### src/rtl/sa_feed_sequencer.sv
// sa_feed_sequencer
//   Runs one operand job for a systolic array. The job clears the
//   accumulators, streams K_LEN operand vectors out of the operand buffer,
//   skews each vector across the array lanes, waits for the array to drain,
//   and then pulses DONE.
//
// Ports
//   CLK, RST          rising-edge clock; synchronous active-high reset
//   START, ABORT      job request (taken only when idle) / job cancel
//   K_LEN, BASE_ADDR  vector count and buffer address of vector 0,
//                     both captured together with START
//   MEM_RE, MEM_ADDR  operand buffer read port
//   MEM_RDATA         read data, one cycle after MEM_RE; A lanes in the low
//                     half, B lanes in the high half
//   AA, BB            skewed A / B feeds; an idle lane is driven to zero
//   SA_CLR, SA_EN     accumulator clear pulse / array compute enable
//   BUSY, DONE        job in progress / one-cycle result-valid pulse
module sa_feed_sequencer #(
  parameter int WIDTH    = 8,
  parameter int HPE      = 4,
  parameter int VPE      = 4,
  parameter int PIPE_LAT = 2,
  parameter int AW       = 14
) (
  input  logic                        CLK,
  input  logic                        RST,
  input  logic                        START,
  input  logic                        ABORT,
  input  logic [15:0]                 K_LEN,
  input  logic [AW-1:0]               BASE_ADDR,
  output logic                        MEM_RE,
  output logic [AW-1:0]               MEM_ADDR,
  input  logic [WIDTH*(HPE+VPE)-1:0]  MEM_RDATA,
  output logic [WIDTH*HPE-1:0]        AA,
  output logic [WIDTH*VPE-1:0]        BB,
  output logic                        SA_CLR,
  output logic                        SA_EN,
  output logic                        BUSY,
  output logic                        DONE
);

  // The drain time covers the deepest skew chain plus the array's own latency.
  localparam int FLUSH_LEN = HPE + VPE + PIPE_LAT;
  localparam int FCW       = $clog2(FLUSH_LEN + 1);
  localparam logic [FCW-1:0] FLUSH_LAST = FCW'(FLUSH_LEN - 1);

  typedef enum logic [2:0] {
    ST_IDLE  = 3'd0,
    ST_CLEAR = 3'd1,
    ST_FEED  = 3'd2,
    ST_FLUSH = 3'd3,
    ST_DONE  = 3'd4
  } state_t;

  state_t          r_state;
  logic [15:0]     r_k_len;
  logic [AW-1:0]   r_base;
  logic [15:0]     r_feed_cnt;
  logic [FCW-1:0]  r_flush_cnt;
  logic            r_mem_re;
  logic [AW-1:0]   r_mem_addr;
  logic            r_sa_clr;
  logic            r_sa_en;
  logic            r_busy;
  logic            r_done;
  logic            r_rd_pend;   // a read was issued last cycle, MEM_RDATA is real

  state_t          w_state_nx;
  logic [15:0]     w_feed_cnt_nx;
  logic [FCW-1:0]  w_flush_cnt_nx;
  logic [AW-1:0]   w_addr_nx;
  logic            w_capture;
  logic            w_abort;     // cancel that actually takes effect this cycle

  // Next-state, counter and address decode.
  always_comb begin
    w_state_nx     = r_state;
    w_feed_cnt_nx  = r_feed_cnt;
    w_flush_cnt_nx = r_flush_cnt;
    w_addr_nx      = r_mem_addr;
    w_capture      = 1'b0;
    w_abort        = 1'b0;
    case (r_state)
      ST_IDLE: begin
        // START outranks ABORT here; ABORT alone is a no-op when idle.
        if (START) begin
          w_state_nx = ST_CLEAR;
          w_capture  = 1'b1;
        end else begin
          w_state_nx = ST_IDLE;
        end
      end
      ST_CLEAR: begin
        if (ABORT) begin
          w_abort    = 1'b1;
          w_state_nx = ST_IDLE;
        end else if (r_k_len != 16'd0) begin
          w_state_nx    = ST_FEED;
          w_feed_cnt_nx = 16'd0;
          w_addr_nx     = r_base;
        end else begin
          w_state_nx = ST_DONE;
        end
      end
      ST_FEED: begin
        // r_k_len is non-zero here, so the subtraction cannot wrap.
        if (ABORT) begin
          w_abort    = 1'b1;
          w_state_nx = ST_IDLE;
        end else if (r_feed_cnt == (r_k_len - 16'd1)) begin
          w_state_nx     = ST_FLUSH;
          w_flush_cnt_nx = {FCW{1'b0}};
        end else begin
          w_feed_cnt_nx = r_feed_cnt + 16'd1;
          w_addr_nx     = r_mem_addr + AW'(1);
        end
      end
      ST_FLUSH: begin
        if (ABORT) begin
          w_abort    = 1'b1;
          w_state_nx = ST_IDLE;
        end else if (r_flush_cnt == FLUSH_LAST) begin
          w_state_nx = ST_DONE;
        end else begin
          w_flush_cnt_nx = r_flush_cnt + FCW'(1);
        end
      end
      ST_DONE: begin
        w_state_nx = ST_IDLE;
      end
      default: begin
        w_state_nx = ST_IDLE;
      end
    endcase
  end

  // State, job registers and control outputs; outputs follow the next state.
  always_ff @(posedge CLK) begin
    if (RST) begin
      r_state     <= ST_IDLE;
      r_k_len     <= 16'd0;
      r_base      <= {AW{1'b0}};
      r_feed_cnt  <= 16'd0;
      r_flush_cnt <= {FCW{1'b0}};
      r_mem_re    <= 1'b0;
      r_mem_addr  <= {AW{1'b0}};
      r_sa_clr    <= 1'b0;
      r_sa_en     <= 1'b0;
      r_busy      <= 1'b0;
      r_done      <= 1'b0;
      r_rd_pend   <= 1'b0;
    end else begin
      r_state     <= w_state_nx;
      r_feed_cnt  <= w_feed_cnt_nx;
      r_flush_cnt <= w_flush_cnt_nx;
      r_mem_addr  <= w_addr_nx;
      if (w_capture) begin
        r_k_len <= K_LEN;
        r_base  <= BASE_ADDR;
      end
      r_mem_re  <= (w_state_nx == ST_FEED);
      r_sa_clr  <= (w_state_nx == ST_CLEAR);
      r_sa_en   <= (w_state_nx == ST_FEED) || (w_state_nx == ST_FLUSH);
      r_busy    <= (w_state_nx != ST_IDLE);
      r_done    <= (w_state_nx == ST_DONE);
      r_rd_pend <= w_abort ? 1'b0 : r_mem_re;
    end
  end

  assign MEM_RE   = r_mem_re;
  assign MEM_ADDR = r_mem_addr;
  assign SA_CLR   = r_sa_clr;
  assign SA_EN    = r_sa_en;
  assign BUSY     = r_busy;
  assign DONE     = r_done;

  // Lane i is a chain of i+1 stages, so lane i lags lane 0 by i cycles.
  // Stage 0 loads zero whenever no read was issued, so stale MEM_RDATA
  // never enters a chain.
  for (genvar gi = 0; gi < HPE; gi++) begin : g_a_lane
    logic [WIDTH-1:0] r_d [gi+1];
    logic             r_v [gi+1];

    // A-lane shift chain.
    always_ff @(posedge CLK) begin
      if (RST || w_abort) begin
        for (int k = 0; k <= gi; k++) begin
          r_d[k] <= {WIDTH{1'b0}};
          r_v[k] <= 1'b0;
        end
      end else begin
        r_d[0] <= r_rd_pend ? MEM_RDATA[WIDTH*gi +: WIDTH] : {WIDTH{1'b0}};
        r_v[0] <= r_rd_pend;
        for (int k = 1; k <= gi; k++) begin
          r_d[k] <= r_d[k-1];
          r_v[k] <= r_v[k-1];
        end
      end
    end

    assign AA[WIDTH*gi +: WIDTH] = r_v[gi] ? r_d[gi] : {WIDTH{1'b0}};
  end

  for (genvar gj = 0; gj < VPE; gj++) begin : g_b_lane
    logic [WIDTH-1:0] r_d [gj+1];
    logic             r_v [gj+1];

    // B-lane shift chain.
    always_ff @(posedge CLK) begin
      if (RST || w_abort) begin
        for (int k = 0; k <= gj; k++) begin
          r_d[k] <= {WIDTH{1'b0}};
          r_v[k] <= 1'b0;
        end
      end else begin
        r_d[0] <= r_rd_pend ? MEM_RDATA[WIDTH*HPE + WIDTH*gj +: WIDTH] : {WIDTH{1'b0}};
        r_v[0] <= r_rd_pend;
        for (int k = 1; k <= gj; k++) begin
          r_d[k] <= r_d[k-1];
          r_v[k] <= r_v[k-1];
        end
      end
    end

    assign BB[WIDTH*gj +: WIDTH] = r_v[gj] ? r_d[gj] : {WIDTH{1'b0}};
  end

endmodule

### config.mk
export PLATFORM = sky130hd
export DESIGN_NAME = sa_feed_sequencer
export DESIGN_NICKNAME = d
export VERILOG_FILES = /design/src/rtl/sa_feed_sequencer.sv
export SDC_FILE = /design/constraint.sdc
export NUM_CORES = 1
export LEC_CHECK = 0
export CAP_MARGIN = 25
export CELL_PAD_IN_SITES_DETAIL_PLACEMENT = 1
export CELL_PAD_IN_SITES_GLOBAL_PLACEMENT = 2
export CORE_MARGIN = 5
export CORE_UTILIZATION = 35
export CTS_BUF_LIST = sky130_fd_sc_hd__clkbuf_4
export CTS_CLUSTER_DIAMETER = 120
export DETAILED_ROUTE_END_ITERATION = 7
export PLACE_DENSITY = 0.95
export SYNTH_ARGS = -nofsm -noshare
export SYNTH_HDL_FRONTEND = slang
export SYNTH_SLANG_ARGS = --single-unit
export TNS_END_PERCENT = 1
### constraint.sdc
create_clock -name CLK -period 6.8 [get_ports CLK]
set_clock_uncertainty 0.1 [all_clocks]
set_input_delay 1.02 -clock CLK [delete_from_list [all_inputs] [get_ports CLK]]
set_output_delay 1.02 -clock CLK [all_outputs]
set_load 0.1 [all_outputs]
### After elaboration in Yosys (flattened, before gate mapping)

Memories as Yosys holds them, arrays and structs flattened.
Index checks and enable logic that the tools add are counted.
Widths: inputs -> output; s select.

| word-level totals | value |
|---|---|
| bits in writable memories | 180 |
| output and inout port bits | 83 |
| logic and storage cells | 189 |
| flip-flop bits (word level) | 73 |
| memories kept | 16 |
| input port bits | 98 |

| operators by class | value |
|---|---|
| bitwise gates (word level) | 36 |
| muxes and demuxes | 90 |
| equality and inequality tests | 16 |
| $add $sub $neg | 4 |
| reduce and logical (&&, ||, !) cells | 15 |

Memories:

| memory | words | bits a word | read ports | clocked after Yosys merged registers in | write ports | line | text |
|---|---|---|---|---|---|---|---|
| g_a_lane[3].r_d | 4 | 8 | 4 | 0 | 4 | 181 | `logic [WIDTH-1:0] r_d [gi+1];` |
| g_b_lane[3].r_d | 4 | 8 | 4 | 0 | 4 | 205 | `logic [WIDTH-1:0] r_d [gj+1];` |
| g_a_lane[2].r_d | 3 | 8 | 3 | 0 | 3 | 181 |  |
| g_b_lane[2].r_d | 3 | 8 | 3 | 0 | 3 | 205 |  |
| g_a_lane[1].r_d | 2 | 8 | 2 | 0 | 2 | 181 |  |
| g_b_lane[1].r_d | 2 | 8 | 2 | 0 | 2 | 205 |  |
| +10 memories | n/a | n/a | n/a | n/a | n/a | n/a |  |

Operators with widths:

| cell | count |
|---|---|
| $mux 8 | 36 |
| $mux 16 | 4 |
| $mux 14 | 4 |
| $or 1x1->1 | 36 |
| $mux 1 | 32 |
| $pmux 16 s2 | 1 |
| $pmux 14 s2 | 1 |
| $mux 3 | 6 |
| $add 16x1->16 const B | 1 |
| $eq 16x16->1 | 1 |
| $mux 4 | 4 |
| $reduce_bool 16->1 | 1 |
| $reduce_or 8->1 | 2 |
| $sub 16x1->16 const B | 1 |
| $add 14x1->14 const B | 1 |
| $ne 2x2->1 const B | 7 |
| $eq 3x2->1 const B | 4 |
| $pmux 3 s4 | 1 |
| $reduce_and 5->1 | 2 |
| $pmux 4 s2 | 1 |
| $eq 3x1->1 const B | 2 |
| $add 4x1->4 const B | 1 |
| $eq 4x4->1 const B | 1 |
| $reduce_bool 2->1 | 2 |
| other kinds (7) | 9 |

### Logic depth before layout (Yosys ltp)

| depth | value |
|---|---|
| depth after elaboration | 7 |
| depth in mapped cells | 12 |
| mapped depth without buffers | 9 |

### Worst setup path before layout

Ideal clock, no wire load.

| path | value |
|---|---|
| path type | flip-flop to flip-flop |
| start | register r_mem_addr[1], in the netlist MEM_ADDR[1] |
| end | register r_mem_addr[12], in the netlist MEM_ADDR[12] |
| path slack | 3.989 ns |
| period minus slack after synthesis | 2.811 ns |
| path buffers | 0 |
| library setup time | 0.140 ns |
| data arrival time | 2.571 ns |
| cell stages (with the launch flop) | 9 |
| cells stage by stage | dfxtp_1 > ha_1 > and3_1 > and3_1 > and3_1 > nand3_1 > or4_1 > o21ai_0 > a311oi_1 |

| on the way | value |
|---|---|
| longest elaborated chain between the ends | 4 |

Ends and longest elaborated chain:

| element | line | text |
|---|---|---|
| from (decl) | 61 | `logic [AW-1:0] r_mem_addr;` |
| from (signal assigned) | 146 | `r_mem_addr <= {AW{1'b0}};` |
| from (signal assigned) | 156 | `r_mem_addr <= w_addr_nx;` |
| $add 14x1->14 | 115 | `w_addr_nx = r_mem_addr + AW'(1);` |
| $mux 14 | 110 | `end else if (r_feed_cnt == (r_k_len - 16'd1)) begin` |
| $mux 14 | 107 | `if (ABORT) begin` |
| $pmux 14 s2 | 83 | `case (r_state)` |

Every way passes these cells. The select of a mux whose other input is x is not followed.
A chain may end at the register's enable or synchronous reset.

==> flow_summary.ini <==
[logic_synthesis]
async_reset_ff_frac = 0
ys_ff_latch = 237
seq_area_frac_synth = 0.534
syn_avg_cell_area_sq_um = 9.51
synth.distinct_cells = 58
synth_ff_type = dfxtp_1
netlist_instances = 934
synth_nets = 1037
netlist_area_sq_um = 8880
yosysWarnings = 0
synth_edf_count = 0

[min_path]
min_path_type = register to register
min_path_cells = 1
worst_hold_path.endpoint = g_a_lane[2].r_d[0][13]
hold_start = g_a_lane[2].r_d[0][5]

[setup_path]
crit_arrival_ns = 2.81
cp_data_required_time_ns = 5.68
start_kind = register
reg2regPathDepth = 9
crit_fanout = 17
endpoint_kind = primary output
r2r_start = r_k_len[0]
worst_r2r_endpoint = r_feed_cnt[9]
r2r_slack_ns = 3.20
path_class = register to primary output

[route]
num_vias = 7270
drt-initial-drc-count = 352
drc_errors = 0
dr.pass1.iters = 4
viasPerCell = 4.88
ant_nets = 0
drt-total-wl_um = 24200
wl_per_cell_um = 16.3

[power_and_ir_drop]
power_density_nw_per_um2 = 242
p_leak_uw = 0.00471
peakVddDrop_v = 0.0000969

[sta]
hold_violations = 0
hold_ws_ns = 0.287
max_freq_mhz = 255
setup_viol = 0
tns_ns = 0
slew_violations = 0
min_period_over_period = 0.577
rsz0062_at_grt = false
period_needed_ns = 3.93
setup_slack_ns = 2.87
slew_headroom = 0.300
worst_pin_slew_ns = 1.05

[run]
cap_violations = 0

[floorplan]
num_rows = 58
io-pin-count = 181
die-area_sq_um = 28700
core_sq_um = 25100
die_w_um = 169
start_util = 0.354
fp.dieH_um = 169

[global_routing]
grt_pass1_vias = 7485
antenna_found_initial = 2
grt_usage = 0.164
grt_pass1_wl_um = 38600
grt_max_degree = 128
overflow = 0

[cts]
clkTransAtPathRegs_ns = 0.07
cts_tree = done
h-tree-depth = 2
cts_root_buffer = clkbuf_4
cts_buffers = 58
worst_skew_pair.late_latency_ns = 0.70
clock-sinks = 237
postCtsSetupBuffers = 0
cts_buffer_depth = 3
cts-resized-gates = 0
cts_hold_buffers = 0

[finish]
drive_gt1_frac = 0.101
fin_nets = 1218
area_growth_pct = 30.5

[placed_design]
dp_hpwl_um = 16700
post-place-ws_ns = 2.77
place_congestion = 0.830
numPortBuffers = 180

[outcome]
status = finished, final reports clean
metrics by stage:
step | power (uW) | std cells | cell area, sq um | utilization
global placement | 1710 | 1384 | 10900 | 0.433
detailed placement | 1710 | 1384 | 10900 | 0.433
global route | 2950 | 1489 | 11600 | 0.462
CTS | 2850 | 1486 | 11600 | 0.461
finish | 2800 | 1489 | 11600 | 0.462
floorplan | 1610 | 934 | 8880 | -
where the power goes:
group          leakage (uW)  switching (uW)  internal, uW
registers           0.00192            23.9          1410
logic               0.00237             141           110
clock network      0.000425             555           564
metal layers:
layer	global-route usage	part of all wire
met1	0.208	0.44
met2	0.270	0.47
met3	0.0380	0.050
met4	0.0672	0.033
met5	0	0
cells by family (layout without fill, tap and decap cells):
logic type / Yosys count / in the layout / share of synthesized area
and+or+nand+nor: 466 / 466 / 0.307
DFF: 237 / 237 / 0.534
AOI/OAI and AO/OA: 117 / 117 / 0.0820
buffers and inverters: 76 / 299 / 0.0362
xor gates and xnor gates: 24 / 24 / 0.0237
muxes: 9 / 9 / 0.0101
adders and majority gates: 5 / 5 / 0.00704
other: 0 / 2 / 0
registers in the layout (all words and copies together) (netlist names):
name / count
SA_CLR: 1
r_rd_pend: 1
r_state: 3
g_b_lane.r_d: 80
r_k_len: 16
r_base: 14
r_feed_cnt: 16
MEM_ADDR: 14
g_a_lane.r_v: 1
g_b_lane.r_v: 3
SA_EN: 1
DONE: 1
g_a_lane.r_d: 80
r_flush_cnt: 4
MEM_RE: 1
BUSY: 1
layout make-up:
| class | count | area (sq um) |
|---|---|---|
| fill | 2903 | 13500 |
| sequential | 237 | 4740 |
| multi-input combinational | 621 | 3830 |
| timing repair buffer | 187 | 1850 |
| clock buffer | 83 | 623 |
| tap | 330 | 413 |
| clock inverter | 19 | 88.8 |
| inverter | 10 | 37.5 |
| antenna | 2 | 5.00 |
synth_stat cells, types with 4 or more instances:
| cell type | instances | area (sq um) |
|---|---|---|
| dfxtp_1 | 237 | 4740 |
| and2_1 | 167 | 1040 |
| nand2_1 | 89 | 334 |
| and3_1 | 73 | 457 |
| clkbuf_1 | 57 | 214 |
| a21oi_1 | 48 | 240 |
| nor2_1 | 21 | 78.8 |
| o21ai_0 | 21 | 105 |
| nand3_1 | 20 | 100 |
| nor3_1 | 16 | 80.1 |
| nand4_1 | 12 | 75.1 |
| xnor2_1 | 12 | 105 |
| xor2_1 | 12 | 105 |
| or4_1 | 11 | 82.6 |
| inv_1 | 10 | 37.5 |
| nor4_1 | 10 | 62.6 |
| o211ai_1 | 10 | 75.1 |
| mux2i_1 | 9 | 90.1 |
| or3_1 | 7 | 43.8 |
| a22oi_1 | 6 | 45.0 |
| a31oi_1 | 6 | 37.5 |
| nor2b_1 | 6 | 37.5 |
| nor3b_1 | 6 | 45.0 |
| buf_2 | 5 | 25.0 |
| ha_1 | 5 | 62.6 |
| nand2b_1 | 4 | 25.0 |
| o21ai_1 | 4 | 20.0 |
worst max-delay path, stage by stage, from the launching register on:
cell and delay (ns):
dfxtp_1 0.72, and2_1 0.22, clkdlybuf4s50_1 1.18
how the worst max path moves through the flow:
stage	endpoint	slack (ns)	start
global placement	r_feed_cnt[9]	2.89	ABORT
CTS	AA[1]	2.77	g_b_lane[1].r_v[0][0]
floorplan	MEM_ADDR[12]	3.99	MEM_ADDR[1]
finish	BB[3]	2.87	g_b_lane[1].r_v[0][0]
detailed placement	r_feed_cnt[9]	2.77	ABORT
global route	BB[5]	2.70	g_b_lane[1].r_v[0][0]
placed cells by master (no fill, tap or decap), types with 7 or more instances in the layout:
master / count
clkdlybuf4s50_1: 179
or4_1: 11
nor2_1: 20
xnor2_1: 12
nand2_1: 89
and2_1: 167
nand4_1: 12
and3_1: 73
nor3_1: 16
xor2_1: 12
clkbuf_4: 84
o211ai_1: 10
mux2i_1: 9
nand3_1: 20
or3_1: 7
nor4_1: 10
dfxtp_1: 237
a21oi_1: 48
o21ai_0: 21
inv_1: 10
clkinv_1: 14
Power figures use the tool's default switching activity.
